$ cat config.mk
export PLATFORM = sky130hd
export DESIGN_NAME = uart_tx_arbiter_flat
export DESIGN_NICKNAME = d
export VERILOG_FILES = /design/src/rtl/uart_tx_arbiter_if.sv /design/src/rtl/uart_tx_arbiter.sv /design/src/flat_wrapper.sv
export SDC_FILE = /design/constraint.sdc
export NUM_CORES = 1
export LEC_CHECK = 0
export CAP_MARGIN = 20
export CORE_AREA = 2 2 82 84
export CTS_CLUSTER_SIZE = 40
export DETAILED_ROUTE_END_ITERATION = 16
export DIE_AREA = 0 0 84 86
export MAX_ROUTING_LAYER = met4
export PLACE_DENSITY = 0.74
export SLEW_MARGIN = 20
export SYNTH_ARGS = -nofsm -noshare
export SYNTH_HDL_FRONTEND = slang
export SYNTH_SLANG_ARGS = --single-unit
export TNS_END_PERCENT = 10
$ cat constraint.sdc
create_clock -name clk_50mhz -period 1.9 [get_ports clk_50mhz]
set_clock_uncertainty 0.15 [all_clocks]
set_input_delay 0.38 -clock clk_50mhz [delete_from_list [all_inputs] [get_ports clk_50mhz]]
set_output_delay 0.38 -clock clk_50mhz [all_outputs]
set_load 0.05 [all_outputs]
$ cat src/rtl/uart_tx_arbiter_if.sv
// Requester and transmitter handshake bundle for uart_tx_arbiter.
// The slave modport is the arbiter's view. The master modport is the view of
// the surrounding client logic and tx_fsm.
interface uart_tx_arbiter_if #(
  parameter int ID_W = 2
);
  localparam int NUM_REQ = 1 << ID_W;

  logic [NUM_REQ-1:0]   req_valid;
  logic [8*NUM_REQ-1:0] req_data;
  logic [NUM_REQ-1:0]   req_ready;
  logic                 tx_start;
  logic [7:0]           tx_data;
  logic                 tx_busy;

  modport slave (
    input  req_valid, req_data, tx_busy,
    output req_ready, tx_start, tx_data
  );

  modport master (
    output req_valid, req_data, tx_busy,
    input  req_ready, tx_start, tx_data
  );
endinterface

$ cat src/rtl/uart_tx_arbiter.sv
// Round-robin sharing of one UART transmitter among NUM_REQ byte requesters.
// A granted byte is captured, and tx_start is held until tx_fsm raises
// tx_busy. The arbiter then waits for the frame to end. A watchdog drops a
// byte that the transmitter never accepts.
module uart_tx_arbiter #(
  parameter int ID_W           = 2,
  parameter int TIMEOUT_CYCLES = 1024
) (
  input  logic              clk_50mhz,
  input  logic              rst_n,
  uart_tx_arbiter_if.slave  bus,
  output logic [ID_W-1:0]   grant_id,
  output logic              active,
  output logic              timeout_err,
  output logic [15:0]       sent_count
);

  localparam int NUM_REQ = 1 << ID_W;

  localparam logic [1:0] ST_IDLE      = 2'd0;
  localparam logic [1:0] ST_LAUNCH    = 2'd1;
  localparam logic [1:0] ST_WAIT_DONE = 2'd2;

  // Last wd_cnt value still allowed in LAUNCH before the byte is dropped
  localparam logic [15:0] WD_LAST = 16'(TIMEOUT_CYCLES - 1);

  logic [1:0]         state;
  logic [ID_W-1:0]    last_grant;
  logic [15:0]        wd_cnt;
  logic [NUM_REQ-1:0] req_ready_r;
  logic               tx_start_r;
  logic [7:0]         tx_data_r;

  logic [ID_W-1:0]    win_id;
  logic               win_found;
  logic [7:0]         win_data;

  assign bus.req_ready = req_ready_r;
  assign bus.tx_start  = tx_start_r;
  assign bus.tx_data   = tx_data_r;

  // Round-robin winner: first pending requester after last_grant, wrapping
  // modulo NUM_REQ. The last candidate examined is last_grant itself.
  always_comb begin
    win_id    = last_grant;
    win_found = 1'b0;
    for (int k = 1; k <= NUM_REQ; k++) begin
      if (!win_found && bus.req_valid[last_grant + ID_W'(k)]) begin
        win_id    = last_grant + ID_W'(k);
        win_found = 1'b1;
      end
    end
    win_data = bus.req_data[{win_id, 3'b000} +: 8];
  end

  // Grant / launch / wait-for-frame sequencer with launch watchdog
  always_ff @(posedge clk_50mhz or negedge rst_n) begin
    if (!rst_n) begin
      state       <= ST_IDLE;
      last_grant  <= ID_W'(NUM_REQ - 1);
      wd_cnt      <= 16'd0;
      req_ready_r <= '0;
      tx_start_r  <= 1'b0;
      tx_data_r   <= 8'd0;
      grant_id    <= '0;
      active      <= 1'b0;
      timeout_err <= 1'b0;
      sent_count  <= 16'd0;
    end else begin
      req_ready_r <= '0;
      timeout_err <= 1'b0;
      case (state)
        ST_IDLE: begin
          if (!bus.tx_busy && win_found) begin
            tx_data_r   <= win_data;
            grant_id    <= win_id;
            last_grant  <= win_id;
            req_ready_r <= NUM_REQ'(1) << win_id;
            tx_start_r  <= 1'b1;
            active      <= 1'b1;
            wd_cnt      <= 16'd0;
            state       <= ST_LAUNCH;
          end
        end
        ST_LAUNCH: begin
          wd_cnt <= wd_cnt + 16'd1;
          // Acceptance wins over a simultaneous watchdog expiry
          if (bus.tx_busy) begin
            tx_start_r <= 1'b0;
            state      <= ST_WAIT_DONE;
          end else if (wd_cnt == WD_LAST) begin
            tx_start_r  <= 1'b0;
            active      <= 1'b0;
            timeout_err <= 1'b1;
            state       <= ST_IDLE;
          end
        end
        ST_WAIT_DONE: begin
          if (!bus.tx_busy) begin
            sent_count <= sent_count + 16'd1;
            active     <= 1'b0;
            state      <= ST_IDLE;
          end
        end
        default: begin
          tx_start_r <= 1'b0;
          active     <= 1'b0;
          state      <= ST_IDLE;
        end
      endcase
    end
  end

endmodule
$ cat src/flat_wrapper.sv
// flat-port wrapper written by rule: the top's interface ports become plain ports
module uart_tx_arbiter_flat 
#(
  parameter int ID_W           = 2,
  parameter int TIMEOUT_CYCLES = 1024
)
  (clk_50mhz, rst_n, grant_id, active, timeout_err, sent_count, bus_req_valid, bus_req_data, bus_tx_busy, bus_req_ready, bus_tx_start, bus_tx_data);
  uart_tx_arbiter_if #(.ID_W(ID_W)) bus_i ();
  input  logic clk_50mhz;
  input  logic rst_n;
  output logic [ID_W-1:0] grant_id;
  output logic active;
  output logic timeout_err;
  output logic [15:0] sent_count;
  input wire logic [$bits(bus_i.req_valid)-1:0] bus_req_valid;
  input wire logic [$bits(bus_i.req_data)-1:0] bus_req_data;
  input wire logic [$bits(bus_i.tx_busy)-1:0] bus_tx_busy;
  output wire logic [$bits(bus_i.req_ready)-1:0] bus_req_ready;
  output wire logic [$bits(bus_i.tx_start)-1:0] bus_tx_start;
  output wire logic [$bits(bus_i.tx_data)-1:0] bus_tx_data;
  assign bus_i.req_valid = bus_req_valid;
  assign bus_i.req_data = bus_req_data;
  assign bus_i.tx_busy = bus_tx_busy;
  assign bus_req_ready = bus_i.req_ready;
  assign bus_tx_start = bus_i.tx_start;
  assign bus_tx_data = bus_i.tx_data;
  uart_tx_arbiter #(.ID_W(ID_W), .TIMEOUT_CYCLES(TIMEOUT_CYCLES)) u_core (.clk_50mhz(clk_50mhz), .rst_n(rst_n), .bus(bus_i), .grant_id(grant_id), .active(active), .timeout_err(timeout_err), .sent_count(sent_count));
endmodule
### Word-level counts from Yosys, hierarchy flattened

Cells that the tools add are included.

* ROM bits: 0
* latch bits: 0
* memory bits (writable): 0
* register bits after elaboration: 53
* logic and storage cells: 82
* memories: 0
* input port bits: 39

* reduce and logical (&&, ||, !) cells: 16
* equal/unequal tests: 8
* mux-type cells: 35
* $add $sub $neg: 5
* bitwise operators: 2
* magnitude comparators: 4
* shifts and indexed selects: 2
* multipliers: 0
* div/mod/pow operators: 0

Operators by type and width (count)
* 16-bit by 1-bit adder with 16-bit output, second input constant: 2
* 16-bit case mux with 2 select lines: 1
* 32-bit by 6-bit variable part select with 8-bit output: 1
* 16-bit by 10-bit equality test with 1-bit output, second input constant: 1
* 1-bit 2-to-1 mux: 16
* 16-bit 2-to-1 mux: 1
* 2-bit 2-to-1 mux: 8
* 2-bit by 3-bit less-than comparator with 1-bit output, second input constant: 4
* 1-bit binary-select mux with 2-bit select: 4
* 4-bit 2-to-1 mux: 2
* 1-bit case mux with 3 select lines: 2
* 2-bit case mux with 3 select lines: 1
* 2-bit AND reduction: 3
* 3-bit AND reduction: 2
* 2-bit adder, second input constant: 2
* 1-bit logical AND: 4
* 1-bit logical NOT: 4
* 2-bit by 1-bit inequality test with 1-bit output, second input constant: 2
* 2-bit inequality test, second input constant: 2
* 4-bit AND reduction: 1
* 1-bit by 2-bit << shifter with 4-bit output, first input constant: 1
* 3-bit by 2-bit inequality test with 1-bit output, second input constant: 1
* 2-bit by 1-bit adder with 2-bit output, second input constant: 1
* 2-bit by 1-bit equality test with 1-bit output, second input constant: 1
* other kinds (4): 5

### Longest topological paths before layout

Gate-level depths: netlist of the first run.

* depth in word-level cells: 16
* mapped depth: 7
* mapped depth without buffers: 6

### Worst setup path before layout of the first run

No wires, ideal clock.

* path type: reg2reg
* start point: register u_core.sent_count[2]
* end point: register u_core.sent_count[12]
* clock period less this slack: 1.987 ns
* cell stages (with the launch flop): 6
* data required time: 1.608 ns
* arrival time: 1.696 ns
* slack: -0.087 ns
* cell sequence: dfrtp_1 and4bb_2 nand3_1 nor3_1 nand3_1 xnor2_1

* word-level cells in the longest chain between the ends: 1

Ends and longest elaborated chain
* from (decl): RTL line uart_tx_arbiter.sv:15 `output logic [15:0] sent_count`
* from (signal assigned): RTL line uart_tx_arbiter.sv:100 `sent_count <= sent_count + 16'd1;`
* 16-bit by 1-bit adder with 16-bit output: RTL line uart_tx_arbiter.sv:100

Every way passes these cells.
A chain may end at the register's enable or synchronous reset.

### Worst setup path in the final report of the first run

* start point: register u_core.last_grant[0]
* end point: register u_core.tx_data_r[0], in the netlist u_core.bus.tx_data[0]

* word-level cells in the longest chain between the ends: 15

Ends and longest elaborated chain
* from (decl): RTL line uart_tx_arbiter.sv:28 `logic [ID_W-1:0] last_grant;`
* from (signal assigned): RTL line uart_tx_arbiter.sv:60 `last_grant <= ID_W'(NUM_REQ - 1);`
* from (signal assigned): RTL line uart_tx_arbiter.sv:77 `last_grant <= win_id;`
* branches (longest 15 deep; another with 2-bit by 1-bit adder with 2-bit output)
* to (signal assigned): RTL line uart_tx_arbiter.sv:75 `tx_data_r <= win_data;`
* to (decl): RTL line uart_tx_arbiter.sv:32 `logic [7:0] tx_data_r;`

Parallel ways; which one is timed is not known. The select of a mux whose other input is x is not followed.

==> results of run 1 <==
-- layer usage --
layer / share of wire, % / routed length (µm) / up-vias
li1: - / - / 1238
met1: 45 / 2970 / 1153
met2: 49 / 3244 / 52
met3: 3.9 / 260 / 13
met4: 2.2 / 148 / 0
met5: 0 / 0 / -
-- Yosys cell counts (2+ instances only) --
master / number
a21o_1: 10
a21oi_1: 3
a31oi_1: 5
and3_1: 7
buf_2: 3
buf_6: 3
clkbuf_1: 6
dfrtp_1: 51
dfstp_2: 2
ha_1: 2
inv_1: 4
mux2i_1: 9
nand2_1: 27
nand2b_1: 4
nand3_1: 10
nand4_1: 17
nor2_1: 21
nor2b_1: 2
nor3_1: 4
nor4_1: 3
nor4_2: 2
o211ai_1: 9
o21a_1: 3
o21ai_0: 29
o31ai_1: 12
xnor2_1: 8
xor2_1: 7
-- registers in the layout, summed over array words and instances, names as in the netlist --
name                  cells
u_core.active             1
u_core.bus.req_ready      4
u_core.bus.tx_data        8
u_core.bus.tx_start       1
u_core.grant_id           2
u_core.last_grant         2
u_core.sent_count        16
u_core.state              2
u_core.timeout_err        1
u_core.wd_cnt            16
-- worst max-delay path, cell delays in order, from the launching register on --
cell and delay (ps):
dfstp_2 580, nor2b_1 80, o21a_1 230, buf_4 180, o31ai_2 240, a21o_1 170
o211ai_1 90
-- cells by family (layout without fill, tap and decap cells) --
family | Yosys count | in the layout | share of synthesized area, %
compound gates | 76 | 76 | 17.78
xor+xnor | 15 | 15 | 4.799
fa+ha+maj | 2 | 2 | 0.9139
buf+inv | 16 | 125 | 3.153
flops | 53 | 53 | 48.54
mux | 10 | 10 | 3.702
simple gates | 105 | 105 | 21.12
-- how the worst min path moves through the flow --
stage | end | slack [ps] | cells past startpoint
after global placement | u_core.bus.tx_data[3] | 250 | 2
after detailed placement | u_core.grant_id[0] | 250 | 2
after global routing | u_core.sent_count[15] | 340 | 1
after CTS | u_core.sent_count[15] | 330 | 1
after floorplan | u_core.active | -70 | 0
final | u_core.sent_count[15] | 330 | 1
-- cell type report --
type                            instances  area, µm²  area share, %
Multi-Input combinational cell        208       1365          35.16
Sequential cell                        53       1333          34.32
Timing Repair Buffer                  113      977.2          25.17
Tap cell                               77      96.34          2.481
Clock buffer                            6      82.58          2.127
Inverter                                4      15.01         0.3867
Clock inverter                          2      13.76         0.3545
-- through the flow --
stage          worst slack (ps)  utilization [%]  setup TNS [ps]  instances  cell area, µm²
6_report                  69.77            61.85               0        463            3882
3_3_place_gp             -308.0            59.50           -8350        454            3735
3_5_place_dp             -386.8            59.50           -9506        454            3735
2_1_floorplan             24.97                -               0        277            2741
4_1_cts                   58.49            61.51               0        463            3861
5_1_grt                  -70.89            61.85          -107.5        463            3882
-- what timing repair did --
action | CTS | global route
hold endpoints to repair | 51 | 0
setup buffers | 0 | 0
hold buffers | 1 | 0
resized for setup | 9 | 4
pin swaps | 1 | 0
setup endpoints to repair | 3 | 9
-- power groups by stage --
stage | logic (mW) | clock network (mW) | registers (mW)
2_1_floorplan | 0.944 | 0 | 2.18
3_3_place_gp | 2.33 | 0 | 1.61
3_5_place_dp | 2.37 | 0 | 1.62
4_1_cts | 2.41 | 0.686 | 1.60
5_1_grt | 2.57 | 0.733 | 1.64
6_report | 2.41 | 0.658 | 1.60
==> results.cfg, run 1 <==
[logic_synthesis]
syn-mean-instance-area_um2 = 9.883
synth_edf_count = 0
syn_nets = 318
seq_area_frac_synth_pct = 48.54
synthArstFlopShare_pct = 100.0
synth_warnings = 0
yosysUniqueCellTypes = 41
ys_ff_latch = 53
synth_area_um2 = 2738
synthCells = 277
yosysTopAreaCell = dfrtp_1
synth_top_cell_area_share_pct = 46.62
synth_top_flop_cell = dfrtp_1
yosys-top-cells-area = dfrtp_1 47%, o21ai_0 5.3%, nand4_1 3.9%

[placement]
place_congestion = 0.7721
dpl.hpwl_mm = 4.972
port_buffers = 71

[worst_setup_path]
worstPathMaxFanout = 8
crit_start = u_core.last_grant[0]
worstReg2RegStart = u_core.last_grant[0]
required_ps = 1940
end_kind = register
crit_end = u_core.bus.tx_data[0]
crit_arrival_ps = 1870
r2r_slack_ps = 70
start_kind = register
r2r_cells = 6
worst_r2r_endpoint = u_core.bus.tx_data[0]
crit_type = reg2reg

[sta]
tightest_slew_ps = 458.8
holdWs_ps = 325.1
hold_viol_final = 0
max_slew_margin_pct = 69.18
max_freq_mhz = 546.4
finalSetupViolations = 0
rsz0062_at_grt = yes
fin_crit_ps = 1830
drv_slew = 0
fin_crit_sh_pct = 96.33

[global_routing]
grt_pass1_wl_mm = 10.96
grt_use_met2_pct = 32.07
antenna_found_initial = 0
grt_max_degree = 54
grt_usage_pct = 19.43
use_met1_pct = 23.84
use_met3_pct = 3.465
grt_overflow = 0
grt_pass1_vias = 2426
grt.busiest_layer = met2

[floorplanning]
placementRows = 29
die_y_um = 86
die-area_um2 = 7224
die_w_um = 84
initial_core_util_pct = 43.61
coreArea_um2 = 6277
ios = 72

[pwr]
power_mw = 4.667
internal_power_mw = 2.653
switching_power_mw = 2.015
power_density_nw_per_um2 = 1202
comb_power_share_pct = 51.5
ir_drop_uv = 851.0
leakage_nw = 1.785
seqPwrFrac_pct = 34.4
switching_share_pct = 43.16
clkPwrFrac_pct = 14.1

[cts]
clk_latency_ps = 310
cts-root-buf = clkbuf_8
numCtsBuffers = 5
cts_tree = done
htreeDepth = 2
clk_pin_slew_ps = 90
clock_sinks = 53
cts_buffer_depth = 2

[job]
drv_cap = 0

[worst_hold_path]
worstHoldStart = u_core.sent_count[15]
holdCritPathClass = reg2reg

[cells_and_area]
syn2layout_area_growth_pct = 41.82
n_antenna_cell = 0
final_cell_mix = 70 x buf_4, 48 x dfrtp_1, 33 x clkdlybuf4s50_1, 29 x o21ai_0, 27 x nand2_1
nets = 426
drive_gt1_share_pct = 27.46
layout_commonest_cell = buf_4
fillCellCount = 535

[detailed_routing]
first_pass_iters = 5
drtAntennaViolNets = 0
route.detailed.drc = 0
drtIter0Drc = 144
drt-total-wl_mm = 6.624
num_vias = 2456
wl_per_cell_um = 14.31
vias_per_cell = 5.305

[status]
run_status = completed
Power figures use the tool's default switching activity.
==> run 2, diff against run 1 <==
--- a/config.mk
+++ b/config.mk
@@ -6,12 +6,13 @@
 export NUM_CORES = 1
 export LEC_CHECK = 0
 export CAP_MARGIN = 20
-export CORE_AREA = 2 2 82 84
+export CORE_AREA = 2 2 78 80
 export CTS_CLUSTER_SIZE = 40
 export DETAILED_ROUTE_END_ITERATION = 16
-export DIE_AREA = 0 0 84 86
+export DIE_AREA = 0 0 80 82
 export MAX_ROUTING_LAYER = met4
-export PLACE_DENSITY = 0.74
+export PLACE_DENSITY = 0.78
+export SETUP_SLACK_MARGIN = 0.02
 export SLEW_MARGIN = 20
 export SYNTH_ARGS = -nofsm -noshare
 export SYNTH_HDL_FRONTEND = slang
==> constraint.sdc (replaced) <==
create_clock -name clk_50mhz -period 1.81 [get_ports clk_50mhz]
set_clock_uncertainty 0.15 [all_clocks]
set_input_delay 0.362 -clock clk_50mhz [delete_from_list [all_inputs] [get_ports clk_50mhz]]
set_output_delay 0.362 -clock clk_50mhz [all_outputs]
set_load 0.05 [all_outputs]
==> results.cfg, run 2 (synthesis results as in run 1) <==
[pwr]
seqPwrFrac_pct = 33.0
power_density_nw_per_um2 = 1242
comb_power_share_pct = 53.9
ir_drop_uv = 792.7
clkPwrFrac_pct = 13.1
leakage_nw = 1.857
power_mw = 5.111
switching_share_pct = 42.74
switching_power_mw = 2.184
internal_power_mw = 2.927

[worst_setup_path]
crit_type = reg2reg
crit_arrival_ps = 1860
worstPathMaxFanout = 8
cp_slowest_cell = dfstp_2
start_kind = register
crit_family = flip-flops
path_cells = nor2b_2 -> o21a_1 -> nor3_4 -> buf_12 -> mux2i_4 -> o211ai_1
required_ps = 1840
worst-path-buf-inv = 1
end_kind = register
r2r_cells = 6
crit_path_max_incr_delay_ps = 590
cp.depth = 6

[sta]
max_slew_margin_pct = 73.30
max_freq_mhz = 545.0
hold_viol_final = 0
rsz0062_at_grt = yes
tightest_slew_ps = 397.4
fin_crit_ps = 1835
timing.final.ws_setup_ps = -24.97
finalSetupViolations = 5
drv_slew = 0
fin_crit_sh_pct = 101.4

[detailed_routing]
num_vias = 2540
vias_per_cell = 5.451
wl_per_cell_um = 15.28
drtIter0Drc = 172
first_pass_iters = 4
drtAntennaViolNets = 0
route.detailed.drc = 0
drt-total-wl_mm = 7.121

[cells_and_area]
n_antenna_cell = 0
layout_commonest_cell = buf_4
fillCellCount = 442
nets = 431
syn2layout_area_growth_pct = 50.27
final_cell_mix = 63 x buf_4, 48 x dfrtp_1, 33 x clkdlybuf4s50_1, 27 x nand2_1, 26 x o21ai_0
drive_gt1_share_pct = 29.41

[floorplanning]
initial_core_util_pct = 47.65
die_y_um = 82
die-area_um2 = 6560
ios = 72
coreArea_um2 = 5746
die_w_um = 80
placementRows = 28

[worst_hold_path]
holdCritPathClass = reg2reg
whs_path_depth = 1

[global_routing]
grt_pass1_wl_mm = 11.55
grt_overflow = 0
grt_max_degree = 54
grt_usage_pct = 23.05
grt_pass1_vias = 2417
antenna_found_initial = 0

[cts]
htreeDepth = 2
cts_buffer_depth = 2
clock_sinks = 53
cts_tree = done
numCtsBuffers = 5
clk_latency_ps = 300
cts-root-buf = clkbuf_8
clk_pin_slew_ps = 90

[job]
drv_cap = 0

[status]
run_status = finished, violations left
violations = negative setup slack

[placement]
dpl.hpwl_mm = 5.294
place_congestion = 0.8331
dp_slack_ps = -441.9
port_buffers = 71
==> run 2: cell count changes in the layout (fill, tap and decap cells not counted), sizes merged <==
| cell | change |
|---|---|
| clkbuf | +2 |
| clkinv | -2 |
| dlymetal6s2s | +1 |
| buf | +5 |
| dlygate4sd2 | -1 |
==> run 2: power by group through the flow <==
stage | sequential, mW | clock [mW] | combinational (mW)
after floorplan | 2.29 | 0 | 0.991
after global placement | 1.69 | 0 | 2.56
after detailed placement | 1.70 | 0 | 2.62
after CTS | 1.68 | 0.684 | 2.68
after global routing | 1.73 | 0.742 | 2.94
final | 1.69 | 0.668 | 2.75
==> run 2: metrics by stage <==
step                util, %  hold slack (ps)  instances  cell area (µm²)  setup TNS, ps
floorplan                 -           -83.59        277             2746         -108.7
global placement      67.97            227.5        456             3905         -11700
detailed placement    67.97            230.8        456             3905         -13220
CTS                   70.56            336.2        465             4054         -332.8
global route          71.60            369.2        466             4114         -915.9
finish                71.60            334.2        466             4114         -54.24
==> run 2: metal layers <==
| layer | vias to the layer above | wire, µm | part of all wire, % | GRT usage [%] |
|---|---|---|---|---|
| met3 | 4 | 301 | 4.2 | 3.736 |
| met2 | 67 | 3626 | 51 | 38.25 |
| met5 | - | 0 | 0 | - |
| met1 | 1218 | 3154 | 44 | 29.99 |
| met4 | 0 | 39 | 0.55 | 5.254 |
| li1 | 1251 | - | - | - |
==> run 2: final timing paths <==
path,start,end,slack [ps]
hold / removal,u_core.sent_count[15],u_core.sent_count[15],330
setup reg to reg,u_core.last_grant[0],u_core.bus.tx_data[6],-20
hold reg to reg,u_core.sent_count[15],u_core.sent_count[15],330
setup / recovery,u_core.last_grant[0],u_core.bus.tx_data[6],-20
max in group asynchronous,rst_n,u_core.last_grant[1],780
min in group asynchronous,rst_n,u_core.sent_count[14],420
==> run 2: timing repair <==
action | in CTS | in global routing
setup endpoints to repair | 29 | 36
hold endpoints to repair | 51 | 0
gates resized for setup | 13 | 14
setup buffers | 0 | 1
pin swaps | 3 | 6
hold buffers | 1 | 0
==> run 2: final cells by class <==
| type | instances | area (µm²) | share of cell area [%] |
|---|---|---|---|
| inverter | 4 | 15.01 | 0.3650 |
| tap | 75 | 93.84 | 2.281 |
| sequential | 53 | 1333 | 32.39 |
| timing repair buffer | 118 | 1160 | 28.19 |
| multi-input combinational | 208 | 1423 | 34.58 |
| clock buffer | 8 | 90.09 | 2.190 |
==> run 2: worst reg2reg max path, cell delays in order (launching register included) <==
cell and delay (ps):
dfstp_2 590, nor2b_2 70, o21a_1 210, nor3_4 200, buf_12 180, mux2i_4 230, o211ai_1 100
==> run 3, diff against run 2 <==
--- a/config.mk
+++ b/config.mk
@@ -6,12 +6,14 @@
 export NUM_CORES = 1
 export LEC_CHECK = 0
 export CAP_MARGIN = 20
-export CORE_AREA = 2 2 78 80
+export CELL_PAD_IN_SITES_DETAIL_PLACEMENT = 1
+export CELL_PAD_IN_SITES_GLOBAL_PLACEMENT = 1
+export CORE_AREA = 2 2 90 92
 export CTS_CLUSTER_SIZE = 40
 export DETAILED_ROUTE_END_ITERATION = 16
-export DIE_AREA = 0 0 80 82
+export DIE_AREA = 0 0 92 94
 export MAX_ROUTING_LAYER = met4
-export PLACE_DENSITY = 0.78
+export PLACE_DENSITY = 0.77
 export SETUP_SLACK_MARGIN = 0.02
 export SLEW_MARGIN = 20
 export SYNTH_ARGS = -nofsm -noshare
==> results.cfg, run 3 (synthesis results as in run 1) <==
[floorplanning]
die_w_um = 92
placementRows = 32
initial_core_util_pct = 35.99
coreArea_um2 = 7607
ios = 72
die_y_um = 94
die-area_um2 = 8648

[global_routing]
grt_usage_pct = 20.15
antenna_found_initial = 0
grt_overflow = 0
grt_pass1_wl_mm = 13.61
grt_pass1_vias = 2751
grt_max_degree = 54

[cells_and_area]
nets = 431
fillCellCount = 853
n_antenna_cell = 0
drive_gt1_share_pct = 29.67
syn2layout_area_growth_pct = 53.20
layout_commonest_cell = buf_4
final_cells = 493
final_cell_mix = 61 x buf_4, 48 x dfrtp_1, 34 x clkdlybuf4s50_1, 27 x nand2_1, 26 x o21ai_0

[detailed_routing]
route.detailed.drc = 0
first_pass_iters = 4
wl_per_cell_um = 17.13
num_vias = 2633
drtIter0Drc = 74
drtAntennaViolNets = 0
drt-total-wl_mm = 8.447
vias_per_cell = 5.341

[placement]
dp_slack_ps = -475.4
dpl.hpwl_mm = 6.145
dp.cells = 481
port_buffers = 71
place_congestion = 0.9301

[worst_setup_path]
crit_end = u_core.bus.tx_data[5]
r2r_cells = 6
crit_type = reg2reg
worst_r2r_endpoint = u_core.bus.tx_data[5]
path_cells = nand2b_4 -> a21oi_2 -> nor3_4 -> buf_12 -> mux2i_4 -> o211ai_1
end_kind = register
r2r_slack_ps = -80
crit_arrival_ps = 1940
start_kind = register
crit_path_max_incr_delay_ps = 610
crit_start = u_core.last_grant[0]
required_ps = 1860
worstPathMaxFanout = 7
cp_slowest_cell = dfstp_2
worstReg2RegStart = u_core.last_grant[0]

[cts]
clk_latency_ps = 320
htreeDepth = 2
numCtsBuffers = 5
cts_buffer_depth = 2
clk_pin_slew_ps = 110
cts_tree = done
cts-root-buf = clkbuf_8
clock_sinks = 53

[status]
violations = negative setup slack
run_status = finished, violations left

[sta]
rsz0062_at_grt = yes
holdWs_ps = 331.8
max_freq_mhz = 528.9
drv_slew = 0
fin_crit_sh_pct = 104.5
fin_crit_ps = 1891
tightest_slew_ps = 435.9
hold_viol_final = 0
timing.final.ws_setup_ps = -80.57
max_slew_margin_pct = 70.67
finalSetupViolations = 6

[pwr]
power_mw = 5.293
leakage_nw = 1.877
ir_drop_uv = 480.6
power_density_nw_per_um2 = 1262

[worst_hold_path]
worstHoldStart = u_core.sent_count[15]
holdCritPathClass = reg2reg

[job]
drv_cap = 0
-- run 3: area by class of cell --
| type | instances | area [µm²] | share of cell area [%] |
|---|---|---|---|
| well taps | 102 | 127.6 | 3.043 |
| inverters | 4 | 15.01 | 0.3580 |
| clock buffers | 5 | 68.82 | 1.641 |
| multi-input cells | 208 | 1433 | 34.16 |
| repair buffers | 118 | 1191 | 28.40 |
| flip-flops and latches | 53 | 1333 | 31.77 |
| clock inverters | 3 | 26.28 | 0.6265 |
-- run 3: report_power, final --
part           leakage [nW]  internal [mW]  switching [mW]
registers             0.696           1.46           0.253
clock network        0.0423          0.282           0.439
logic                  1.14           1.22            1.65
-- run 3: critical path: cells and delay by family (launching register included) --
family          cells  cell delay [ps]
flops               1              610
simple gates        2              430
compound gates      2              190
buf+inv             1              180
mux                 1              220
-- run 3: what timing repair did --
item                                   CTS  global route
hold buffers                             1             0
pin swaps                                3             4
setup endpoints to repair               30            27
gates resized for setup                 12            14
endpoints found under the hold margin   51             0
buffers inserted                         2             1
-- run 3: how the worst min path moves through the flow --
stage	endpoint	slack, ps	cells after the start
final	u_core.sent_count[15]	330	1
after global routing	u_core.sent_count[15]	370	1
after CTS	u_core.sent_count[15]	340	1
after detailed placement	u_core.wd_cnt[0]	230	2
after global placement	u_core.wd_cnt[0]	230	2
after floorplan	u_core.active	-80	0
-- run 3: stage by stage --
step	instance area [µm²]	setup TNS (ps)	utilization [%]
after floorplan	2746	-108.7	-
after global placement	3961	-12900	52.07
after detailed placement	3961	-14820	52.07
after CTS	4126	-561.8	54.24
after global routing	4194	-1325	55.13
final	4194	-249.9	55.13
-- run 3: metal layers --
metal | up-vias | track usage, % | routed length (µm)
met1 | 1320 | 25.86 | 3731
li1 | 1248 | - | -
met2 | 54 | 33.64 | 4331
met5 | - | - | 0
met3 | 11 | 3.451 | 273
met4 | 0 | 4.851 | 110
